$ cat config.mk
export PLATFORM = sky130hd
export DESIGN_NAME = udp_send
export DESIGN_NICKNAME = d
export VERILOG_FILES = /design/src/rtl/udp_send.sv
export SDC_FILE = /design/constraint.sdc
export NUM_CORES = 1
export LEC_CHECK = 0
export ABC_CLOCK_PERIOD_IN_PS = 3800
export CORE_MARGIN = 10
export CORE_UTILIZATION = 40
export DETAILED_ROUTE_END_ITERATION = 10
export MAX_ROUTING_LAYER = met4
export PLACE_DENSITY = 0.75
export SYNTH_ARGS = -nofsm -noshare
export SYNTH_HDL_FRONTEND = slang
export SYNTH_SLANG_ARGS = --single-unit
$ cat constraint.sdc
create_clock -name clk -period 3.8 [get_ports clk]
set_clock_uncertainty 0.2 [all_clocks]
set_input_delay 0.76 -clock clk [delete_from_list [all_inputs] [get_ports clk]]
set_output_delay 0.76 -clock clk [all_outputs]
set_load 0.1 [all_outputs]
$ cat src/rtl/udp_send.sv
// Transmit-side UDP framer: prepends the 8-byte UDP header to an 8-bit payload stream.
// Optional length enforcement (pad short payloads, drop long ones) under `UDP_TX_LEN_CHECK_EN.
module udp_send (
  input  logic        clk,
  input  logic        reset,
  input  logic        tx_start_in,
  input  logic [15:0] src_port_in,
  input  logic [15:0] dest_port_in,
  input  logic [15:0] udpdata_length_in,
  output logic        tx_busy_out,
  input  logic [7:0]  udpdata_tdata_in,
  input  logic        udpdata_tvalid_in,
  input  logic        udpdata_tlast_in,
  output logic        udpdata_tready_out,
  output logic [7:0]  udp_axis_tdata_out,
  output logic        udp_axis_tvalid_out,
  output logic        udp_axis_tlast_out,
  input  logic        udp_axis_tready_in,
  output logic        len_err_out
);

  typedef enum logic [2:0] {StIdle, StHdr, StData, StPad, StDrop} state_e;

  state_e      state_q, state_d;
  logic [15:0] src_q, src_d;
  logic [15:0] dst_q, dst_d;
  logic [15:0] len_q, len_d;
  logic [15:0] udp_len_q, udp_len_d;
  logic [15:0] cnt_q, cnt_d;
  logic [7:0]  hdr_byte;
  logic        pay_beat;

`ifdef UDP_TX_LEN_CHECK_EN
  logic        last_beat;
  assign last_beat = (cnt_q == len_q - 16'd1);
`endif

  always_ff @(posedge clk) begin
    if (reset) begin
      state_q   <= StIdle;
      src_q     <= 16'd0;
      dst_q     <= 16'd0;
      len_q     <= 16'd0;
      udp_len_q <= 16'd0;
      cnt_q     <= 16'd0;
    end else begin
      state_q   <= state_d;
      src_q     <= src_d;
      dst_q     <= dst_d;
      len_q     <= len_d;
      udp_len_q <= udp_len_d;
      cnt_q     <= cnt_d;
    end
  end

  // Header byte selected by the low counter bits; checksum is always zero.
  always_comb begin
    hdr_byte = 8'h00;
    unique case (cnt_q[2:0])
      3'd0: hdr_byte = src_q[15:8];
      3'd1: hdr_byte = src_q[7:0];
      3'd2: hdr_byte = dst_q[15:8];
      3'd3: hdr_byte = dst_q[7:0];
      3'd4: hdr_byte = udp_len_q[15:8];
      3'd5: hdr_byte = udp_len_q[7:0];
      3'd6: hdr_byte = 8'h00;
      3'd7: hdr_byte = 8'h00;
      default: hdr_byte = 8'h00;
    endcase
  end

  assign tx_busy_out = (state_q != StIdle);
  assign pay_beat    = udpdata_tvalid_in & udpdata_tready_out;

  always_comb begin
    state_d             = state_q;
    src_d               = src_q;
    dst_d               = dst_q;
    len_d               = len_q;
    udp_len_d           = udp_len_q;
    cnt_d               = cnt_q;
    udp_axis_tdata_out  = 8'h00;
    udp_axis_tvalid_out = 1'b0;
    udp_axis_tlast_out  = 1'b0;
    udpdata_tready_out  = 1'b0;
    len_err_out         = 1'b0;

    unique case (state_q)
      StIdle: begin
        if (tx_start_in) begin
          src_d     = src_port_in;
          dst_d     = dest_port_in;
          len_d     = udpdata_length_in;
          udp_len_d = udpdata_length_in + 16'd8;
          cnt_d     = 16'd0;
          state_d   = StHdr;
        end
      end

      StHdr: begin
        udp_axis_tvalid_out = 1'b1;
        udp_axis_tdata_out  = hdr_byte;
        udp_axis_tlast_out  = (cnt_q[2:0] == 3'd7) && (len_q == 16'd0);
        if (udp_axis_tready_in) begin
          if (cnt_q[2:0] == 3'd7) begin
            cnt_d   = 16'd0;
            state_d = (len_q == 16'd0) ? StIdle : StData;
          end else begin
            cnt_d = cnt_q + 16'd1;
          end
        end
      end

      StData: begin
        udp_axis_tdata_out  = udpdata_tdata_in;
        udp_axis_tvalid_out = udpdata_tvalid_in;
        udpdata_tready_out  = udp_axis_tready_in;
`ifdef UDP_TX_LEN_CHECK_EN
        udp_axis_tlast_out = last_beat;
        if (pay_beat) begin
          cnt_d = cnt_q + 16'd1;
          if (udpdata_tlast_in && !last_beat) begin
            len_err_out = 1'b1;
            state_d     = StPad;
          end else if (last_beat) begin
            len_err_out = !udpdata_tlast_in;
            state_d     = udpdata_tlast_in ? StIdle : StDrop;
          end
        end
`else
        udp_axis_tlast_out = udpdata_tlast_in;
        if (pay_beat) begin
          cnt_d = cnt_q + 16'd1;
          if (udpdata_tlast_in) state_d = StIdle;
        end
`endif
      end

`ifdef UDP_TX_LEN_CHECK_EN
      StPad: begin
        udp_axis_tvalid_out = 1'b1;
        udp_axis_tlast_out  = last_beat;
        if (udp_axis_tready_in) begin
          cnt_d = cnt_q + 16'd1;
          if (last_beat) state_d = StIdle;
        end
      end

      StDrop: begin
        udpdata_tready_out = 1'b1;
        if (udpdata_tvalid_in && udpdata_tlast_in) state_d = StIdle;
      end
`endif

      default: state_d = StIdle;
    endcase
  end

endmodule

==> results_dict.tcl <==
set metrics [dict create \
    status "complete, no violations" \
    io_buffers 73 \
    relSlewSlack_pct 58.47 \
    die_area_mm2 0.01217 \
    hold_depth 2 \
    grt_pass1_vias 2963 \
    setup_viol 0 \
    rsz0062_at_grt "false" \
    path_clk_slew_ns 0.07 \
    reg2reg_depth 6 \
    setup_tns_ns 0 \
    async_flop_share_pct 0 \
    wl_per_cell_um 15.92 \
    final-max-slew-violation-count 0 \
    grt_antenna_before_repair 0 \
    ys_seq_area_share_pct 40.51 \
    synth_seq_cells 66 \
    die_w_um 110.3 \
    worstMarginPinSlew_ns 0.6230 \
    clock.fmax_mhz 278.5 \
    finalCritPeriodShare_pct 94.48 \
    powerDensity_mw_per_mm2 550.1 \
    crit_path_end_kind "output port" \
    cp_num_cells 7 \
    cts_tree "done" \
    diodes 0 \
    synthDistinctLibCells 49 \
    grt_pass1_wl_um 14570 \
    gp_congestion 0.9697 \
    post-route-drc-count 0 \
    start_util_pct 41.57 \
    drt_iter0_markers 181 \
    cp-start-kind "flip-flop" \
    worstPathMaxFanout 14 \
    vias 3066 \
    p_leak_nw 1.597 \
    rows 32 \
    vias_per_cell 5.351 \
    critPathBufInv 2 \
    critical_path.slowest_cell "dfxtp_1" \
    pin_count 75 \
    hold_slack_ns 0.2562 \
    grt_remaining_overflow 0 \
    syn_area_mm2 0.003262 \
    drive_gt1_share_pct 11.04 \
    yosysWarnings 0 \
    synth_nets 480 \
    syn2layout_area_growth_pct 32.57 \
    avgSynthCellArea_um2 8.014 \
    cp_slowest_stage_delay_ns 0.63 \
    synth_cells 407 \
    dr.pass1.iters 6 \
    core-area_mm2 0.007848 \
    cts_resized 0 \
    ys.flop_type "dfxtp_1" \
    synth_edf_count 0 \
    path_cells "inv_1 > ha_1 > nor2_1 > o21ai_2 > and3_1 > o31ai_2 > buf_12" \
    root_buffer "clkbuf_8" \
    crit_family "flip-flops" \
    fp.dieH_um 110.3 \
    dpl.hpwl_um 6838 \
    vdd_ir_drop_max_mv 0.5363 \
    cp.required_ns 2.84 \
    post_cts_buffers 0 \
    crit_type "reg2out" \
    htree_levels 3 \
    postRouteAntennaNets 0 \
    cts_buffers 9 \
    fin_nets 539 \
    insertion_delay_ns 0.34 \
    track_usage_pct 15.53 \
    power_mw 2.379 \
    cts_buffer_depth 2 \
    period_needed_ns 3.590 \
    fillers 712 \
    hold_viol 0 \
    drt_wl_total_um 9121 \
    cap_violations 0 \
    holdBufCountCts 0 \
    worstPathArrival_ns 2.63 \
    clock_sinks 66 \
    grt_max_degree 60 \
    hold_class "reg2reg" \
]
==> layout by cell type (no fill, tap or decap), types with 3 or more instances in the layout <==
cell,instances
ha_1,11
a221o_1,5
nor2_1,19
a22oi_1,3
clkbuf_8,12
nor4_1,4
a211oi_2,3
buf_4,8
a21oi_1,54
xnor2_1,9
o21ai_0,7
a222oi_1,7
and3_1,3
nor2b_1,3
dfxtp_1,66
a22o_1,6
inv_1,11
nand2_1,113
nand3_1,3
buf_12,8
o31ai_2,3
clkdlybuf4s50_1,60
a211oi_1,8
nor3_2,4
==> power breakdown <==
| part | internal [mW] | switching [mW] | leakage (nW) |
|---|---|---|---|
| clock | 0.422 | 0.273 | 0.119 |
| sequential | 0.821 | 0.0871 | 0.543 |
| combinational | 0.281 | 0.495 | 0.935 |
| total | 1.52 | 0.855 | 1.60 |
==> registers in the layout (all words and copies together), names as in the netlist <==
register   flops
dst_q         16
cnt_q          3
len_q         16
udp_len_q     13
src_q         16
state_q        2
==> tightest hold or removal path: stages, from the launching register on <==
cell and delay (ns):
dfxtp_1 0.31, nand2_1 0.05, a21oi_1 0.05
==> cell families after synthesis <==
group,count (synthesis),synth area share [%]
simple gates,165,22.71
compound gates,109,22.48
flops,66,40.51
buf+inv,40,5.715
fa+ha+maj,11,4.219
xor+xnor,11,2.954
mux,4,1.304
other cells,1,0.1150
==> cells in the mapped netlist (3+ instances only) <==
cell type | n | area (um^2)
a211oi_1 | 8 | 60.06
nand3_1 | 3 | 15.01
and2_1 | 3 | 18.77
buf_2 | 11 | 55.05
nor2_1 | 19 | 71.32
xnor2_1 | 9 | 78.83
clkbuf_1 | 12 | 45.04
a221o_1 | 5 | 50.05
nor4_1 | 4 | 25.02
a22o_1 | 6 | 52.55
ha_1 | 11 | 137.6
o31ai_1 | 3 | 22.52
inv_1 | 11 | 41.29
nor2b_1 | 3 | 18.77
a21oi_1 | 54 | 270.3
o21ai_0 | 7 | 35.03
and3_1 | 3 | 18.77
nand2_1 | 113 | 424.2
a22oi_1 | 3 | 22.52
a222oi_1 | 7 | 70.07
nor3_2 | 4 | 40.04
a211oi_2 | 3 | 37.54
dfxtp_1 | 66 | 1321
==> worst paths after layout <==
| check | startpoint | to | slack, ns |
|---|---|---|---|
| max | cnt_q[2]$_SDFFE_PP0P_ | udp_axis_tdata_out[0] | 0.21 |
| min | len_q[7]$_SDFFE_PP0P_ | len_q[7]$_SDFFE_PP0P_ | 0.26 |
| max reg2reg | state_q[1]$_SDFFE_PP0P_ | src_q[1]$_SDFFE_PP0P_ | 1.67 |
| min reg2reg | len_q[7]$_SDFFE_PP0P_ | len_q[7]$_SDFFE_PP0P_ | 0.26 |
==> layout make-up <==
type	count	area, um^2	area share [%]
well taps	102	127.6	2.951
multi-input cells	301	1770	40.94
inverters	11	41.29	0.9549
repair buffers	77	825.8	19.10
clock buffers	12	165.2	3.819
clock inverters	4	72.57	1.678
flip-flops and latches	66	1321	30.56
==> metrics by stage <==
stage          utilization, %  instance area [um^2]  std cells  worst slack, ns
3_3_place_gp            52.07                  4086        557           0.7128
2_1_floorplan               -                  3277        407          0.02544
3_5_place_dp            52.07                  4086        557           0.6443
4_1_cts                 55.10                  4324        573           0.2301
5_1_grt                 55.10                  4324        573          0.01145
6_report                55.10                  4324        573           0.2096
==> routing by layer <==
metal	track usage [%]	wire (um)
met5	-	0
met1	19.01	4041
met4	5.321	200
met3	4.063	687
met2	24.28	4191
No activity file was read; power rests on OpenSTA's default activity.
